[src/rtl/uart_pkt_rx_if.sv]
// Byte/CRC-tap inputs from the UART receiver and the framed packet outputs.
// The upstream side (receiver or bench) uses master; the framer uses slave.
interface uart_pkt_rx_if;
    logic [7:0] rx_data;
    logic       rx_ready;
    logic       crc_din;
    logic       crc_en;
    logic [7:0] out_data;
    logic       out_valid;
    logic       pkt_end;
    logic       pkt_good;
    logic [1:0] err_code;
    logic [7:0] pkt_len;
    logic [7:0] err_count;

    modport master (
        output rx_data, rx_ready, crc_din, crc_en,
        input  out_data, out_valid, pkt_end, pkt_good, err_code, pkt_len, err_count
    );

    modport slave (
        input  rx_data, rx_ready, crc_din, crc_en,
        output out_data, out_valid, pkt_end, pkt_good, err_code, pkt_len, err_count
    );
endinterface

[src/rtl/uart_pkt_rx.sv]
// Packet framer behind the UART receiver: sync 0xA5, LEN, payload, CRC16 (hi first).
// Streams payload bytes and issues one registered verdict strobe per packet.
module uart_pkt_rx #(
    parameter int MAXLEN  = 64,
    parameter int TIMEOUT = 1200
) (
    input  logic          clk,
    input  logic          reset,
    uart_pkt_rx_if.slave  bus
);

    typedef enum logic [2:0] {
        IDLE,
        LEN,
        PAYLOAD,
        CRC_HI,
        CRC_LO
    } state_t;

    localparam int            TW        = $clog2(TIMEOUT + 1);
    localparam logic [7:0]    MAXLEN_B  = 8'(MAXLEN);
    localparam logic [TW-1:0] TIMER_END = TW'(TIMEOUT - 1);

    localparam logic [1:0] ERR_NONE    = 2'd0;
    localparam logic [1:0] ERR_CRC     = 2'd1;
    localparam logic [1:0] ERR_LENGTH  = 2'd2;
    localparam logic [1:0] ERR_TIMEOUT = 2'd3;

    state_t        r_state;
    state_t        w_nextState;

    logic [TW-1:0] r_timer;
    logic [15:0]   r_crc;
    logic [7:0]    r_crcHi;
    logic [7:0]    r_remain;

    logic [7:0]    r_outData;
    logic          r_outValid;
    logic          r_pktEnd;
    logic          r_pktGood;
    logic [1:0]    r_errCode;
    logic [7:0]    r_pktLen;
    logic [7:0]    r_errCount;

    logic          w_syncSeen;
    logic          w_latchLen;
    logic          w_payload;
    logic          w_latchHi;
    logic          w_endPulse;
    logic          w_good;
    logic [1:0]    w_errCode;
    logic          w_timeout;
    logic          w_crcStep;
    logic          w_fb;
    logic [15:0]   w_crcShift;

    // A byte strobe in the expiry cycle takes priority over the timeout.
    assign w_timeout = (r_state != IDLE) && !bus.rx_ready && (r_timer == TIMER_END);

    assign w_crcStep  = bus.crc_en && ((r_state == LEN) || (r_state == PAYLOAD));
    assign w_fb       = r_crc[15] ^ bus.crc_din;
    assign w_crcShift = {r_crc[14:0], 1'b0} ^ (w_fb ? 16'h1021 : 16'h0000);

    always_ff @(posedge clk or posedge reset) begin
        if (reset) begin
            r_state <= IDLE;
        end else begin
            r_state <= w_nextState;
        end
    end

    always_comb begin
        w_nextState = r_state;
        w_syncSeen  = 1'b0;
        w_latchLen  = 1'b0;
        w_payload   = 1'b0;
        w_latchHi   = 1'b0;
        w_endPulse  = 1'b0;
        w_good      = 1'b0;
        w_errCode   = ERR_NONE;

        case (r_state)
            IDLE: begin
                if (bus.rx_ready && (bus.rx_data == 8'hA5)) begin
                    w_syncSeen  = 1'b1;
                    w_nextState = LEN;
                end
            end
            LEN: begin
                if (bus.rx_ready) begin
                    w_latchLen = 1'b1;
                    if (bus.rx_data > MAXLEN_B) begin
                        w_endPulse  = 1'b1;
                        w_errCode   = ERR_LENGTH;
                        w_nextState = IDLE;
                    end else if (bus.rx_data == 8'd0) begin
                        w_nextState = CRC_HI;
                    end else begin
                        w_nextState = PAYLOAD;
                    end
                end
            end
            PAYLOAD: begin
                if (bus.rx_ready) begin
                    w_payload = 1'b1;
                    if (r_remain == 8'd1) begin
                        w_nextState = CRC_HI;
                    end
                end
            end
            CRC_HI: begin
                if (bus.rx_ready) begin
                    w_latchHi   = 1'b1;
                    w_nextState = CRC_LO;
                end
            end
            CRC_LO: begin
                if (bus.rx_ready) begin
                    w_endPulse  = 1'b1;
                    w_nextState = IDLE;
                    if ({r_crcHi, bus.rx_data} == r_crc) begin
                        w_good = 1'b1;
                    end else begin
                        w_errCode = ERR_CRC;
                    end
                end
            end
            default: begin
                w_nextState = IDLE;
            end
        endcase

        if (w_timeout) begin
            w_nextState = IDLE;
            w_endPulse  = 1'b1;
            w_good      = 1'b0;
            w_errCode   = ERR_TIMEOUT;
        end
    end

    always_ff @(posedge clk or posedge reset) begin
        if (reset) begin
            r_timer  <= '0;
            r_crc    <= 16'hFFFF;
            r_crcHi  <= 8'd0;
            r_remain <= 8'd0;
        end else begin
            if (bus.rx_ready || (r_state == IDLE) || w_timeout) begin
                r_timer <= '0;
            end else begin
                r_timer <= r_timer + 1'b1;
            end

            // Only LEN and payload bits feed the CRC; sync and CRC bytes never do.
            if (w_syncSeen) begin
                r_crc <= 16'hFFFF;
            end else if (w_crcStep) begin
                r_crc <= w_crcShift;
            end

            if (w_latchHi) begin
                r_crcHi <= bus.rx_data;
            end

            if (w_latchLen) begin
                r_remain <= bus.rx_data;
            end else if (w_payload) begin
                r_remain <= r_remain - 8'd1;
            end
        end
    end

    always_ff @(posedge clk or posedge reset) begin
        if (reset) begin
            r_outData  <= 8'd0;
            r_outValid <= 1'b0;
            r_pktEnd   <= 1'b0;
            r_pktGood  <= 1'b0;
            r_errCode  <= ERR_NONE;
            r_pktLen   <= 8'd0;
            r_errCount <= 8'd0;
        end else begin
            r_outValid <= w_payload;
            r_pktEnd   <= w_endPulse;
            r_pktGood  <= w_endPulse && w_good;
            r_errCode  <= w_endPulse ? w_errCode : ERR_NONE;

            if (w_payload) begin
                r_outData <= bus.rx_data;
            end

            if (w_latchLen) begin
                r_pktLen <= bus.rx_data;
            end

            if (w_endPulse && !w_good && (r_errCount != 8'hFF)) begin
                r_errCount <= r_errCount + 8'd1;
            end
        end
    end

    assign bus.out_data  = r_outData;
    assign bus.out_valid = r_outValid;
    assign bus.pkt_end   = r_pktEnd;
    assign bus.pkt_good  = r_pktGood;
    assign bus.err_code  = r_errCode;
    assign bus.pkt_len   = r_pktLen;
    assign bus.err_count = r_errCount;

endmodule

[src/flat_wrapper.sv]
// flat-port wrapper written by rule: the top's interface ports become plain ports
module uart_pkt_rx_flat 
#(
    parameter int MAXLEN  = 64,
    parameter int TIMEOUT = 1200
)
  (clk, reset, bus_rx_data, bus_rx_ready, bus_crc_din, bus_crc_en, bus_out_data, bus_out_valid, bus_pkt_end, bus_pkt_good, bus_err_code, bus_pkt_len, bus_err_count);
  uart_pkt_rx_if bus_i ();
  input  logic clk;
  input  logic reset;
  input wire logic [$bits(bus_i.rx_data)-1:0] bus_rx_data;
  input wire logic [$bits(bus_i.rx_ready)-1:0] bus_rx_ready;
  input wire logic [$bits(bus_i.crc_din)-1:0] bus_crc_din;
  input wire logic [$bits(bus_i.crc_en)-1:0] bus_crc_en;
  output wire logic [$bits(bus_i.out_data)-1:0] bus_out_data;
  output wire logic [$bits(bus_i.out_valid)-1:0] bus_out_valid;
  output wire logic [$bits(bus_i.pkt_end)-1:0] bus_pkt_end;
  output wire logic [$bits(bus_i.pkt_good)-1:0] bus_pkt_good;
  output wire logic [$bits(bus_i.err_code)-1:0] bus_err_code;
  output wire logic [$bits(bus_i.pkt_len)-1:0] bus_pkt_len;
  output wire logic [$bits(bus_i.err_count)-1:0] bus_err_count;
  assign bus_i.rx_data = bus_rx_data;
  assign bus_i.rx_ready = bus_rx_ready;
  assign bus_i.crc_din = bus_crc_din;
  assign bus_i.crc_en = bus_crc_en;
  assign bus_out_data = bus_i.out_data;
  assign bus_out_valid = bus_i.out_valid;
  assign bus_pkt_end = bus_i.pkt_end;
  assign bus_pkt_good = bus_i.pkt_good;
  assign bus_err_code = bus_i.err_code;
  assign bus_pkt_len = bus_i.pkt_len;
  assign bus_err_count = bus_i.err_count;
  uart_pkt_rx #(.MAXLEN(MAXLEN), .TIMEOUT(TIMEOUT)) u_core (.clk(clk), .reset(reset), .bus(bus_i));
endmodule
[config.mk]
export PLATFORM = sky130hd
export DESIGN_NAME = uart_pkt_rx_flat
export DESIGN_NICKNAME = d
export VERILOG_FILES = /design/src/rtl/uart_pkt_rx_if.sv /design/src/rtl/uart_pkt_rx.sv /design/src/flat_wrapper.sv
export SDC_FILE = /design/constraint.sdc
export NUM_CORES = 1
export LEC_CHECK = 0
export BUFFER_PORTS_ARGS = -buffer_cell sky130_fd_sc_hd__buf_2
export CAP_MARGIN = 20
export CORE_ASPECT_RATIO = 0.9
export CORE_MARGIN = 1
export CORE_UTILIZATION = 52
export CTS_BUF_LIST = sky130_fd_sc_hd__clkbuf_16
export DETAILED_ROUTE_END_ITERATION = 6
export PLACE_DENSITY = 0.81
export SYNTH_ARGS = -nofsm -noshare
export SYNTH_HDL_FRONTEND = slang
export SYNTH_SLANG_ARGS = --single-unit
[constraint.sdc]
create_clock -name clk -period 2.1 [get_ports clk]
set_input_delay 0.105 -clock clk [delete_from_list [all_inputs] [get_ports clk]]
set_output_delay 0.105 -clock clk [all_outputs]
set_load 0.03 [all_outputs]
==> results.cfg <==
[logic_synthesis]
synth-xor-area-share_pct = 8.32
yosys_warnings = 0
ys_ff_latch = 75
syn_inst = 369
synth_area_leaders = dfrtp_1 (40%), dfstp_2 (11%), nand2_1 (7.0%)
async_reset_ff_share_pct = 100
avgSynthCellArea_um2 = 9.98
yosysUniqueCellTypes = 46
syn_nets = 386
synth_top_family_by_area = simple AND/OR/NAND/NOR gates
synth-edff-count = 0
synthAdderAreaFrac_pct = 1.36
synthMuxAreaShare_pct = 5.88
syn_area_um2 = 3680
ys.flop_type = dfrtp_1
synth-simple-area-share_pct = 22.6
synth_top_cell_by_area = dfrtp_1
synth-compound-area-share_pct = 6.56
netlist.area_leader.share_pct = 40.1
synth_seq_area_share_pct = 51.5

[global_route]
grt_max_degree = 35
grt_usage_pct = 23.6
grt_first_pass_wirelength_um = 13500
antenna_found_initial = 0
grt_overflow = 0
grt_pass1_vias = 2828

[power]
power.net_switching_uw = 2590
intPower_uw = 3980
pwr-share-comb_pct = 38.8
ir_drop_mv = 1.12
p_seq_share_pct = 37.7
power_uw = 6570
clock_power_share_pct = 23.5
p_leak_uw = 0.00209
swShare_pct = 39.5
power_density_nw_per_um2 = 1510

[setup_path]
cp.arrival_ns = 2.28
worstPathCellList = xor2_1 > nor4_2 > nand4_1 > or3_4 > nand2_4 > mux2_4
crit_start = u_core.r_crc[14]
start_kind = register
rr_startpoint = u_core.r_crc[14]
cp_top_family = simple AND/OR/NAND/NOR gates
crit_path_max_fanout = 3
slowest_delay_ns = 0.55
crit_buf_inv = 0
r2r_cells = 6
cp.required_ns = 2.32
slowest_stage = dfstp_2
critPathKind = register to register
regToRegEndpoint = u_core.bus.err_count[1]
critPathCaptureType = register
rrSetupSlack_ns = 0.04

[timing]
setup_violations = 0
skew_ns = 0.00616
final_min_period_over_clock_period_pct = 98.0
finalHoldViolations = 0
tightest_slew_ns = 0.649
relSlewSlack_pct = 56.7
period_minus_slack_ns = 2.06
finalMaxSlewViolations = 0
fmax_mhz = 486

[layout]
fillers = 551
drive_above_1_share_pct = 28.1
area_delta_synth_final_pct = 18.5
fin_area_um2 = 4360
finalNetCount = 436
stdcell_count = 514
n_antenna_cell = 0

[job]
drv_cap = 0

[placed_design]
post_dp_cell_area_um2 = 4030
dp_cells = 497
gp_congestion = 0.874
io_buffers = 41
dp_hpwl_um = 5510

[clock_network]
cts.sinks = 75
tritoncts = built
cts.clk_slew.worst_paths_ns = 0.06
root_buffer = clkbuf_16
htree_levels = 3
cts-buffers-inserted = 9
clk_path_buf_depth = 2
insertion_delay_ns = 0.34

[die]
core_um2 = 6730
pin_count = 42
initial_core_util_pct = 54.8
design.die.area_um2 = 7420
die_w_um = 90.7
die_h_um = 81.8
num_rows = 28

[detailed_routing]
wl_per_cell_um = 16.1
drt-total-wl_um = 8280
via_count = 2862
drtIter0Drc = 146
ant_nets = 0
post_drt_via_cell_ratio = 5.57
drcViolationCount = 0
drt_pass1_iterations = 4

[min_path]
hold_path_end = u_core.bus.pkt_len[3]
hold_path_class = input port to register
min_from = bus_rx_data[3]
min_delay_path_depth = 3

[status]
status = finished clean
==> final cells by class <==
class | count | area (um2) | share of cell area, %
multi-input combinational | 265 | 1670 | 38.2
inverter | 10 | 37.5 | 0.860
tap | 90 | 113 | 2.58
clock inverter | 7 | 76.3 | 1.75
clock buffer | 9 | 225 | 5.16
timing repair buffer | 58 | 348 | 7.97
sequential | 75 | 1900 | 43.5
==> cells in the mapped netlist (2+ instances only) <==
cell type and n:
o211ai_1 3, nand2b_1 2, buf_2 5, clkbuf_1 10, xnor2_1 12, nand3_1 29, ha_1 4, nand2_1 69
mux2_2 17, or3_1 3, nor2_1 24, or4_1 2, xor2_1 23, dfrtp_1 59, nor3_2 2, o22ai_1 4
buf_6 3, nand4bb_1 2, a21oi_1 9, and3_1 7, a22o_1 6, nor3_1 10, nand4_1 5, nor4_1 5
nor3b_1 2, dfstp_2 16, o21ai_0 8, inv_1 10
==> sequential cells by signal, indices dropped and copies added, names as in the netlist, 2 cells and up <==
register and count:
u_core.r_timer 11, u_core.r_state 3, u_core.bus.err_count 8, u_core.bus.err_code 2, u_core.r_crcHi 8, u_core.r_crc 16, u_core.bus.out_data 8, u_core.bus.pkt_len 8
u_core.r_remain 8
==> how the worst max path moves through the flow <==
stage                     depth (start not counted)                      end  slack (ns)
after floorplan                                   1   u_core.bus.err_code[0]        0.11
after global placement                            6  u_core.bus.err_count[1]        0.07
after detailed placement                          6  u_core.bus.err_count[1]        0.05
after CTS                                         6  u_core.bus.err_count[1]        0.03
after global routing                              7  u_core.bus.err_count[6]       -0.05
final                                             6  u_core.bus.err_count[1]        0.04
==> placed cells by master, fill, tap and decap left out, types with 2 or more instances in the layout <==
cell and count:
inv_6 2, dfstp_2 16, nand2b_1 2, o21ai_0 8, nand2_1 69, mux2_2 17, xnor2_1 12, dfrtp_1 59
buf_2 41, inv_1 9, a22o_1 6, nor4_1 3, nor4_2 3, or3_1 2, or4_1 2, nor3_2 3
nor2_1 24, nand3_1 29, nor3_1 9, and3_1 7, a21oi_1 9, o22ai_1 4, buf_4 15, clkinv_4 2
ha_1 4, nand4_1 5, o211ai_1 3, nand4bb_1 2, nor3b_1 2, xor2_1 23, clkbuf_16 9
==> metal layers <==
metal | track usage (%) | vias to the layer above | wire (um)
li1 | - | 1367 | -
met1 | 29.3 | 1397 | 3590
met2 | 39.0 | 78 | 3970
met3 | 7.22 | 20 | 525
met4 | 9.35 | 0 | 189
met5 | 0 | - | 0
==> through the flow <==
stage | setup slack, ns | TNS [ns] | util (%) | hold WS [ns]
6_report | 0.0416 | 0 | 64.9 | 0.0585
4_1_cts | 0.0343 | 0 | 64.5 | 0.0539
5_1_grt | -0.0516 | -0.159 | 64.9 | 0.0651
3_5_place_dp | 0.0522 | 0 | 59.9 | 0.226
3_3_place_gp | 0.0686 | 0 | 59.9 | 0.227
2_1_floorplan | 0.112 | 0 | - | 0.210
==> cell families after synthesis <==
family,Yosys count
flops,75
simple gates,170
buf+inv,29
compound gates,37
mux,19
fa+ha+maj,4
xor+xnor,35
==> what timing repair did <==
action                                  4_1_cts  5_1_grt
setup buffers                                 0        0
gates resized for setup                       0        4
endpoints found under the setup margin        0        7
hold buffers                                  1        0
hold endpoints to repair                     14        0
==> worst min-delay path, stage by stage <==
cell and delay, ns:
buf_2 0.14, nand2_1 0.06, nand2_1 0.04
==> power groups by stage <==
stage | clock [uW] | combinational [uW] | sequential, uW
after global placement | 0 | 2370 | 2450
after global routing | 1620 | 2790 | 2530
after CTS | 1570 | 2510 | 2470
after floorplan | 0 | 1410 | 2810
after detailed placement | 0 | 2460 | 2480
final | 1540 | 2550 | 2480
No activity file was read; power rests on OpenSTA's default activity.
